**src/rtl/uart_pkg.sv**
```systemverilog
// Shared UART definitions: frame FSM states, default oversample ratio and the even-parity helper.
package uart_pkg;

  typedef enum logic [2:0] {
    ST_IDLE   = 3'd0,
    ST_START  = 3'd1,
    ST_DATA   = 3'd2,
    ST_PARITY = 3'd3,
    ST_STOP   = 3'd4
  } uart_state_e;

  localparam int DEFAULT_OVERSAMPLE = 16;

  // Operands narrower than 64 bits are zero-extended by the caller, which leaves the XOR unchanged.
  function automatic logic even_parity(input logic [63:0] data);
    return ^data;
  endfunction

endpackage

```
**src/rtl/uart_rx_sync.sv**
```systemverilog
// Two-flop synchronizer for the asynchronous rx line, plus a third flop for falling-edge detection.
module uart_rx_sync (
  input  logic clk,
  input  logic rst_n,
  input  logic rx,
  output logic rx_s,
  output logic fall
);

  logic meta_q;
  logic sync_q;
  logic sync_d_q;

  // All flops reset to the idle-high level so that reset release never looks like a start edge.
  always_ff @(posedge clk) begin
    if (!rst_n) begin
      meta_q   <= 1'b1;
      sync_q   <= 1'b1;
      sync_d_q <= 1'b1;
    end else begin
      meta_q   <= rx;
      sync_q   <= meta_q;
      sync_d_q <= sync_q;
    end
  end

  assign rx_s = sync_q;
  assign fall = sync_d_q & ~sync_q;

endmodule

```
**src/rtl/uart_rx.sv**
```systemverilog
// UART receiver: 16x oversampled start/data/even-parity/stop recovery with a valid/ready word output.
// Optional build macro UART_RX_MAJORITY_EN selects 2-of-3 majority sampling around each bit centre.
module uart_rx
  import uart_pkg::*;
#(
  parameter int DATA_WIDTH = 8,
  parameter int OVERSAMPLE = DEFAULT_OVERSAMPLE
) (
  input  logic                  clk,
  input  logic                  rst_n,
  input  logic                  baud_x16_en,
  input  logic                  rx,
  output logic [DATA_WIDTH-1:0] rx_data,
  output logic                  rx_valid,
  input  logic                  rx_ready,
  output logic                  parity_err,
  output logic                  frame_err,
  output logic                  overrun_err,
  output logic                  rx_busy
);

  localparam int OSW = $clog2(OVERSAMPLE);
  localparam int BW  = (DATA_WIDTH > 1) ? $clog2(DATA_WIDTH) : 1;
`ifdef UART_RX_MAJORITY_EN
  localparam int START_LIM = OVERSAMPLE / 2;
`else
  localparam int START_LIM = OVERSAMPLE / 2 - 1;
`endif

  uart_state_e           state_q, state_d;
  logic [OSW-1:0]        os_cnt_q, os_cnt_d;
  logic [BW-1:0]         bit_cnt_q, bit_cnt_d;
  logic [DATA_WIDTH-1:0] shreg_q, shreg_d;
  logic                  p_bit_q, p_bit_d;
  logic [DATA_WIDTH-1:0] data_q, data_d;
  logic                  valid_q, valid_d;
  logic                  perr_q, perr_d;
  logic                  ferr_q, ferr_d;
  logic                  oerr_q, oerr_d;

  logic           rx_s;
  logic           fall;
  logic [OSW-1:0] lim;
  logic           at_lim;
  logic           bit_val;

  uart_rx_sync u_sync (
    .clk  (clk),
    .rst_n(rst_n),
    .rx   (rx),
    .rx_s (rx_s),
    .fall (fall)
  );

  // The start bit is decided half a bit in; every later bit a full bit period after the previous decision.
  assign lim    = (state_q == ST_START) ? OSW'(START_LIM) : OSW'(OVERSAMPLE - 1);
  assign at_lim = baud_x16_en && (os_cnt_q == lim);

`ifdef UART_RX_MAJORITY_EN
  logic [1:0] maj_q, maj_d;

  always_comb begin
    maj_d = maj_q;
    if (baud_x16_en && (state_q != ST_IDLE)) begin
      if (os_cnt_q == lim - OSW'(2)) maj_d[0] = rx_s;
      if (os_cnt_q == lim - OSW'(1)) maj_d[1] = rx_s;
    end
  end

  always_ff @(posedge clk) begin
    if (!rst_n) maj_q <= 2'b11;
    else        maj_q <= maj_d;
  end

  assign bit_val = (maj_q[0] & maj_q[1]) | (rx_s & (maj_q[0] | maj_q[1]));
`else
  assign bit_val = rx_s;
`endif

  always_comb begin
    state_d   = state_q;
    os_cnt_d  = os_cnt_q;
    bit_cnt_d = bit_cnt_q;
    shreg_d   = shreg_q;
    p_bit_d   = p_bit_q;
    data_d    = data_q;
    valid_d   = valid_q;
    perr_d    = perr_q;
    ferr_d    = ferr_q;
    oerr_d    = oerr_q;

    if (valid_q && rx_ready) valid_d = 1'b0;
    if (baud_x16_en && (state_q != ST_IDLE)) os_cnt_d = at_lim ? '0 : os_cnt_q + 1'b1;

    unique case (state_q)
      ST_IDLE: begin
        if (fall) begin
          os_cnt_d = '0;
          state_d  = ST_START;
        end
      end
      ST_START: begin
        bit_cnt_d = '0;
        if (at_lim) state_d = bit_val ? ST_IDLE : ST_DATA;
      end
      ST_DATA: begin
        if (at_lim) begin
          shreg_d   = {bit_val, shreg_q[DATA_WIDTH-1:1]};
          bit_cnt_d = bit_cnt_q + 1'b1;
          if (bit_cnt_q == BW'(DATA_WIDTH - 1)) state_d = ST_PARITY;
        end
      end
      ST_PARITY: begin
        if (at_lim) begin
          p_bit_d = bit_val;
          state_d = ST_STOP;
        end
      end
      ST_STOP: begin
        // A completion coinciding with an accept replaces the consumed word without flagging overrun.
        if (at_lim) begin
          data_d  = shreg_q;
          perr_d  = p_bit_q != even_parity(64'(shreg_q));
          ferr_d  = ~bit_val;
          oerr_d  = valid_q & ~rx_ready;
          valid_d = 1'b1;
          state_d = ST_IDLE;
        end
      end
      default: state_d = ST_IDLE;
    endcase
  end

  always_ff @(posedge clk) begin
    if (!rst_n) begin
      state_q   <= ST_IDLE;
      os_cnt_q  <= '0;
      bit_cnt_q <= '0;
      shreg_q   <= '0;
      p_bit_q   <= 1'b0;
      data_q    <= '0;
      valid_q   <= 1'b0;
      perr_q    <= 1'b0;
      ferr_q    <= 1'b0;
      oerr_q    <= 1'b0;
    end else begin
      state_q   <= state_d;
      os_cnt_q  <= os_cnt_d;
      bit_cnt_q <= bit_cnt_d;
      shreg_q   <= shreg_d;
      p_bit_q   <= p_bit_d;
      data_q    <= data_d;
      valid_q   <= valid_d;
      perr_q    <= perr_d;
      ferr_q    <= ferr_d;
      oerr_q    <= oerr_d;
    end
  end

  assign rx_data     = data_q;
  assign rx_valid    = valid_q;
  assign parity_err  = perr_q;
  assign frame_err   = ferr_q;
  assign overrun_err = oerr_q;
  assign rx_busy     = (state_q != ST_IDLE);

endmodule

```
**config.mk**
```make
export PLATFORM = sky130hd
export DESIGN_NAME = uart_rx
export DESIGN_NICKNAME = d
export VERILOG_FILES = /design/src/rtl/uart_pkg.sv /design/src/rtl/uart_rx_sync.sv /design/src/rtl/uart_rx.sv
export SDC_FILE = /design/constraint.sdc
export NUM_CORES = 1
export LEC_CHECK = 0
export ABC_AREA = 1
export CORE_MARGIN = 4
export CORE_UTILIZATION = 34
export CTS_BUF_LIST = sky130_fd_sc_hd__clkbuf_8
export DETAILED_ROUTE_END_ITERATION = 16
export GPL_ROUTABILITY_DRIVEN = 0
export HOLD_SLACK_MARGIN = 0.1
export SLEW_MARGIN = 20
export SYNTH_ARGS = -nofsm -noshare
export SYNTH_HDL_FRONTEND = slang
export SYNTH_SLANG_ARGS = --single-unit
export TNS_END_PERCENT = 20
```
**constraint.sdc**
```tcl
create_clock -name clk -period 3.08 [get_ports clk]
set_clock_uncertainty 0.05 [all_clocks]
set_input_delay 0.924 -clock clk [delete_from_list [all_inputs] [get_ports clk]]
set_output_delay 0.924 -clock clk [all_outputs]
set_load 0.03 [all_outputs]
```
==> metrics.txt <==
# TYPE chip_impl_metric gauge
chip_impl_info{name="critPathKind",value="reg -> out"} 1
chip_impl_metric{name="remaining_design_rule_violation_count",unit=""} 0
chip_impl_metric{name="diodes",unit=""} 0
chip_impl_info{name="worst_setup_path_start_kind",value="flip-flop"} 1
chip_impl_metric{name="chipWidth",unit="um"} 75.9
chip_impl_metric{name="post-route-util",unit="%"} 42.2
chip_impl_metric{name="largest_net_degree_at_the_start_of_global_routing",unit=""} 20
chip_impl_metric{name="share_of_synthesized_area_occupied_by_flip_flops_and_latches",unit="%"} 43.5
chip_impl_metric{name="yosys_register_bits",unit=""} 34
chip_impl_metric{name="die-height",unit="um"} 75.9
chip_impl_metric{name="syn_nets",unit=""} 201
chip_impl_info{name="synth_top_family_by_area",value="simple AND/OR/NAND/NOR gates"} 1
chip_impl_metric{name="ctsLongestPathBuffers",unit=""} 2
chip_impl_metric{name="clock_latency",unit="ps"} 290
chip_impl_metric{name="final_layout_setup_total_negative_slack",unit="ps"} 0
chip_impl_metric{name="finalNonFillerCells",unit=""} 267
chip_impl_metric{name="worst-path-max-fanout",unit=""} 6
chip_impl_metric{name="avgSynthCellArea",unit="sq um"} 8.11
chip_impl_info{name="timing.hold.worst.class",value="reg -> reg"} 1
chip_impl_metric{name="detailedRoute.firstPassIterationCount",unit=""} 6
chip_impl_metric{name="fraction_of_synthesized_area_in_multiplexers",unit="%"} 0
chip_impl_metric{name="drt-vias-per-instance",unit=""} 4.64
chip_impl_metric{name="irDropWorstVdd",unit="uV"} 230
chip_impl_metric{name="maxSlewHeadroom",unit="%"} 76.7
chip_impl_metric{name="clock_sink_count",unit=""} 34
chip_impl_metric{name="synthXorXnorAreaFrac",unit="%"} 3.36
chip_impl_metric{name="post_cts_buffers",unit=""} 0
chip_impl_metric{name="final_max_slew_viol_count",unit=""} 0
chip_impl_metric{name="boundaryPins",unit=""} 18
chip_impl_metric{name="total_leakage_power",unit="nW"} 0.838
chip_impl_info{name="top_count_cell_post_synth",value="sky130_fd_sc_hd__dfxtp_1"} 1
chip_impl_metric{name="yosysWarnings",unit=""} 0
chip_impl_metric{name="initial_core_util",unit="%"} 35.5
chip_impl_metric{name="timing_hold_violations_final",unit=""} 0
chip_impl_metric{name="num_vias",unit=""} 1240
chip_impl_metric{name="setup_violations",unit=""} 0
chip_impl_metric{name="min_period",unit="ps"} 2610
chip_impl_metric{name="worst-slew-pin-transition",unit="ps"} 348
chip_impl_metric{name="ant_nets",unit=""} 0
chip_impl_metric{name="ctsResizeCount",unit=""} 0
chip_impl_metric{name="clk_transition_reported_paths",unit="ps"} 70
chip_impl_metric{name="dp_hpwl",unit="um"} 2150
chip_impl_metric{name="num_rows",unit=""} 24
chip_impl_metric{name="grt_usage",unit="%"} 12.3
chip_impl_metric{name="syn2layout_area_growth",unit="%"} 19.1
chip_impl_metric{name="fin_crit_sh",unit="%"} 84.7
chip_impl_metric{name="power_frac_seq",unit="%"} 51.8
chip_impl_metric{name="htreeDepth",unit=""} 2
chip_impl_metric{name="p_switching",unit="mW"} 0.224
chip_impl_metric{name="portBuffers",unit=""} 17
chip_impl_info{name="cp-end-kind",value="output port"} 1
chip_impl_metric{name="synth_area",unit="sq um"} 1570
chip_impl_info{name="unrepaired_setup_endpoints_after_global_routing",value="no"} 1
chip_impl_info{name="tritoncts_clock_tree",value="yes"} 1
chip_impl_metric{name="post_synth_inst_count",unit=""} 193
chip_impl_info{name="outcome",value="complete, no violations"} 1
chip_impl_metric{name="design.die.area",unit="sq um"} 5750
chip_impl_metric{name="p_total",unit="mW"} 0.884
chip_impl_metric{name="route.detailed.wl_per_inst",unit="um"} 11.1
chip_impl_info{name="synth_area_leader_cell",value="sky130_fd_sc_hd__dfxtp_1"} 1
chip_impl_metric{name="max_clock_freq",unit="MHz"} 384
chip_impl_metric{name="grt_remaining_overflow",unit=""} 0
chip_impl_metric{name="async_reset_ff_share",unit="%"} 0
chip_impl_metric{name="power.share.switching",unit="%"} 25.4
chip_impl_metric{name="core_area",unit="sq um"} 4410
chip_impl_metric{name="synth-adder-area-share",unit="%"} 2.40
chip_impl_metric{name="power.density_cell_area",unit="nW/um^2"} 474
chip_impl_metric{name="grt_first_pass_wirelength",unit="um"} 5170
chip_impl_metric{name="cell_internal_pwr",unit="mW"} 0.660
chip_impl_metric{name="via_count_of_the_first_global_routing_pass",unit=""} 1139
chip_impl_metric{name="cts-hold-fix-buffers",unit=""} 0
chip_impl_metric{name="detailedRoute.firstIterationViolations",unit=""} 48
chip_impl_metric{name="share_of_the_synthesized_area_in_compound_gates_ao_oa_aoi_oai",unit="%"} 16.1
chip_impl_metric{name="initial_antenna_violation_count",unit=""} 0
chip_impl_info{name="netlist_top_cells_count",value="sky130_fd_sc_hd__dfxtp_1 (34), sky130_fd_sc_hd__nor2_1 (29), sky130_fd_sc_hd__nand2_1 (26)"} 1
chip_impl_metric{name="cp_data_required_time",unit="ps"} 2110
chip_impl_info{name="root_buffer",value="sky130_fd_sc_hd__clkbuf_8"} 1
chip_impl_metric{name="synth.distinct_cells",unit=""} 30
chip_impl_metric{name="dpl.cell_count",unit=""} 259
chip_impl_metric{name="maxCapViolations",unit=""} 0
chip_impl_metric{name="critical_path_arrival",unit="ps"} 1630
chip_impl_metric{name="nets",unit=""} 222
chip_impl_info{name="synth.top_cells.by_area",value="sky130_fd_sc_hd__dfxtp_1 (43%), sky130_fd_sc_hd__nor2_1 (7.0%), sky130_fd_sc_hd__nand2_1 (6.2%)"} 1
chip_impl_metric{name="synth_simple_gate_area_share",unit="%"} 27.7
chip_impl_metric{name="layout-drive-gt1-share",unit="%"} 17.7
chip_impl_metric{name="p_clk_share",unit="%"} 38.9
chip_impl_metric{name="wirelength",unit="um"} 2960
chip_impl_metric{name="yosys.area.top_type_share",unit="%"} 43.5
chip_impl_metric{name="tritoncts.num_buffers",unit=""} 5
chip_impl_info{name="ys.flop_type",value="sky130_fd_sc_hd__dfxtp_1"} 1
chip_impl_metric{name="post_synth_edffs",unit=""} 0
chip_impl_metric{name="power_frac_comb",unit="%"} 9.3
power groups by stage:
stage,Clock (mW),Sequential (mW),Combinational [mW]
finish,0.344,0.458,0.0818
CTS,0.358,0.458,0.0832
global route,0.378,0.459,0.0909
global placement,0,0.468,0.0827
floorplan,0,0.466,0.0611
detailed placement,0,0.469,0.0829
cell type report:
cell class / instances / area [sq um]
fill: 450 / 2550
multi-input combinational: 136 / 774
sequential: 34 / 681
timing repair buffer: 18 / 178
clock buffer: 6 / 82.6
inverter: 19 / 71.3
tap: 52 / 65.1
clock inverter: 2 / 12.5
cell usage in the layout, fill, tap and decap left out, drive strengths merged:
cell type	netlist	routed
nand3	6	6
xnor2	3	3
a21oi	20	20
nand2	32	32
clkinv	0	1
nor3	2	2
or2	3	3
clkinvlp	0	1
nand3b	2	2
o21ai	25	25
nand4	4	4
inv	19	19
dfxtp	34	34
ha	3	3
clkdlybuf4s50	0	17
buf	2	1
xor2	3	3
clkbuf	2	6
nor2	33	33
layer usage:
layer	up-vias	wire (um)	global-route usage [%]
met5	-	0	0
met3	5	117	5.15
met1	544	1530	15.3
li1	672	-	-
met4	0	70	6.99
met2	19	1250	17.7
critical path, cell delays in order (launching register included):
cell,delay (ps)
sky130_fd_sc_hd__dfxtp_1,460
sky130_fd_sc_hd__nor2_2,90
sky130_fd_sc_hd__nand2_2,110
sky130_fd_sc_hd__clkdlybuf4s50_1,680
metrics by stage:
step	hold slack (ps)	worst slack (ps)	cell area (sq um)
3_3_place_gp	344	547	1770
2_1_floorplan	343	1280	1570
5_1_grt	398	424	1860
4_1_cts	371	457	1860
6_report	367	473	1860
3_5_place_dp	355	522	1770
sequential cells by signal, indices dropped and copies added, names as in the netlist, 3 cells and up:
register / flops
rx_data: 8
shreg_q: 8
os_cnt_q: 4
bit_cnt_q: 3
state_q: 3
cells by family after synthesis:
kind of cell	after synthesis
compound gates	45
xor+xnor	6
fa+ha+maj	3
buf+inv	23
flops	34
simple gates	82
path summary, 6_finish.rpt:
check	cells after the start	to	startpoint	slack, ps
worst max-delay path	3	rx_busy	state_q[2]$_SDFFE_PN0P_	470
worst max register to register	8	bit_cnt_q[2]$_SDFFE_PN0P_	os_cnt_q[0]$_SDFF_PN0_	1360
worst min register to register	1	u_sync.rx_s$_SDFF_PN1_	u_sync.meta_q$_SDFF_PN1_	370
worst min-delay path	1	u_sync.rx_s$_SDFF_PN1_	u_sync.meta_q$_SDFF_PN1_	370
No activity file was read; power rests on OpenSTA's default activity.
==> variant (same settings) <==
Take the reset off `data_q` and load it in a clocked block of its own.
--- a/src/rtl/uart_rx.sv
+++ b/src/rtl/uart_rx.sv
@@ -138,7 +138,6 @@
       bit_cnt_q <= '0;
       shreg_q   <= '0;
       p_bit_q   <= 1'b0;
-      data_q    <= '0;
       valid_q   <= 1'b0;
       perr_q    <= 1'b0;
       ferr_q    <= 1'b0;
@@ -149,12 +148,15 @@
       bit_cnt_q <= bit_cnt_d;
       shreg_q   <= shreg_d;
       p_bit_q   <= p_bit_d;
-      data_q    <= data_d;
       valid_q   <= valid_d;
       perr_q    <= perr_d;
       ferr_q    <= ferr_d;
       oerr_q    <= oerr_d;
     end
+  end
+
+  always_ff @(posedge clk) begin
+    data_q <= data_d;
   end
 
   assign rx_data     = data_q;
Check against the original RTL: same outputs for any inputs over 10 cycles, from zero or initial values and one cycle with rst_n low; that may be too few to reach the edited logic, so the function may still have changed.
==> variant against the unedited design <==
- hold slack worse by 3.5 ps
- total power decreased by 4.8%
- routed wire length is 13% lower
- sequential cell count stayed put
- fmax hardly changed
- core utilization grew 1.5 points
- non-clock buffer count unchanged
- cell count decreased by 6.0%
- count of clock-buffer cells in the layout is 1 lower
- synthesized area decreased by 4.5%
- setup slack barely moved
- sequential share of layout area rose by 5.8 points
- cell area down 3.6%
- critical path type unchanged
- highest routed layer unchanged
==> variant: results (changes against the unedited design) <==
status: "finished, final reports clean"  # unchanged
nFlopsAndLatches: 34  # unchanged
yosysSeqAreaShare_pct: 50.9  # was 43.5%
drt-total-wl_microns: 2570  # was 2960 microns
seq_share_pct: 42.3  # was 36.5%
met2_length_microns: 1090  # was 1250 microns
timing.rr.end: "shreg_q[3]"  # was bit_cnt_q[2]
worst_ep_arrival_time_ps: 1630  # about the same
relSlewSlack_pct: 77.2  # was 76.7%
comb.multi_input.count: 116  # was 136
synth_fp_nets: 186  # was 201
synth_top_cells_by_area: "dfxtp_1, edfxtp_1, nand2_1"  # was dfxtp_1, nor2_1, nand2_1
comb_power_w: 0.0000708  # was 0.0000818 W
synthCells: 178  # was 193
synth-xor-area-share_pct: 1.76  # was 3.36%
inverters: 26  # was 19
drt-met1-wl_microns: 1300  # was 1530 microns
grt_util_all_layers_pct: 10.7  # was 12.3%
yosys_warnings: 0  # unchanged
multi_input_area_sq_um: 621  # was 774 sq um
clk_share_pct: 4.38  # was 5.10%
r2r_slack_ps: 1330  # was 1360 ps
antenna_found_initial: 0  # unchanged
yosysUniqueCellTypes: 26  # was 30
wl_per_cell_microns: 10.2  # was 11.1 microns
pwr_density_cell_nw_per_um2: 468  # was 474 nW/um^2
synth_compound_area_share_pct: 13.4  # was 16.1%
vias_per_cell: 4.61  # was 4.64
nNetsFinal: 209  # was 222
slowest_delay_ps: 690
synth-edff-count: 8  # was 0
timing.critical_path.to: "rx_busy"  # unchanged
dr.pass1.iters: 4  # was 6
fill_cells: 436  # was 450
drive_above_1_share_pct: 12.4  # was 17.7%
synth_fa_ha_area_share_pct: 2.51  # was 2.40%
place_inst: 244  # was 259
wl_met3_microns: 120  # was 117 microns
pwr-share-seq_pct: 55.5  # was 51.8%
synth_common_cells: "nand2_1, dfxtp_1, inv_1"  # was dfxtp_1, nor2_1, nand2_1
first_iter_violations: 47  # was 48
grt_pass1_vias: 1047  # was 1139
layout.nonclk_buf_share_pct: 9.88  # was 9.53%
dp_hpwl_microns: 1910  # was 2150 microns
leakage_nw: 0.753  # was 0.838 nW
hold_ws_ps: 364  # was 367 ps
ir_worst_vdd_v: 0.000379  # was 0.000230 V
p_sw_w: 0.000203  # was 0.000224 W
grt_pass1_wl_microns: 4490  # was 5170 microns
variant: kinds of logic (layout without fill, tap and decap cells):
| group | after synthesis | count (layout) |
|---|---|---|
| simple gates | 73 | 73 |
| flops | 34 | 34 |
| compound gates | 37 | 37 |
| xor+xnor | 3 | 3 |
| buf+inv | 28 | 51 |
| fa+ha+maj | 3 | 3 |
variant: stage by stage:
stage	area, sq um	setup WS, ps
after global routing	1800	397
after CTS	1800	471
after global placement	1720	489
after floorplan	1500	1080
after detailed placement	1720	453
final	1800	473
variant: per-layer routing:
metal  up-vias  track usage (%)
met5         -                0
met4         0             4.74
met3         8             3.65
met2        16             15.7
met1       507             14.1
li1        626                -
variant: worst register-to-register path: stages (launching register included):
cell and delay, ps:
dfxtp_1 360, ha_1 190, nand2_1 60, nor2_1 210, nand3_4 200, nor2_8 240
inv_1 130, o21ai_0 150, a21oi_1 50
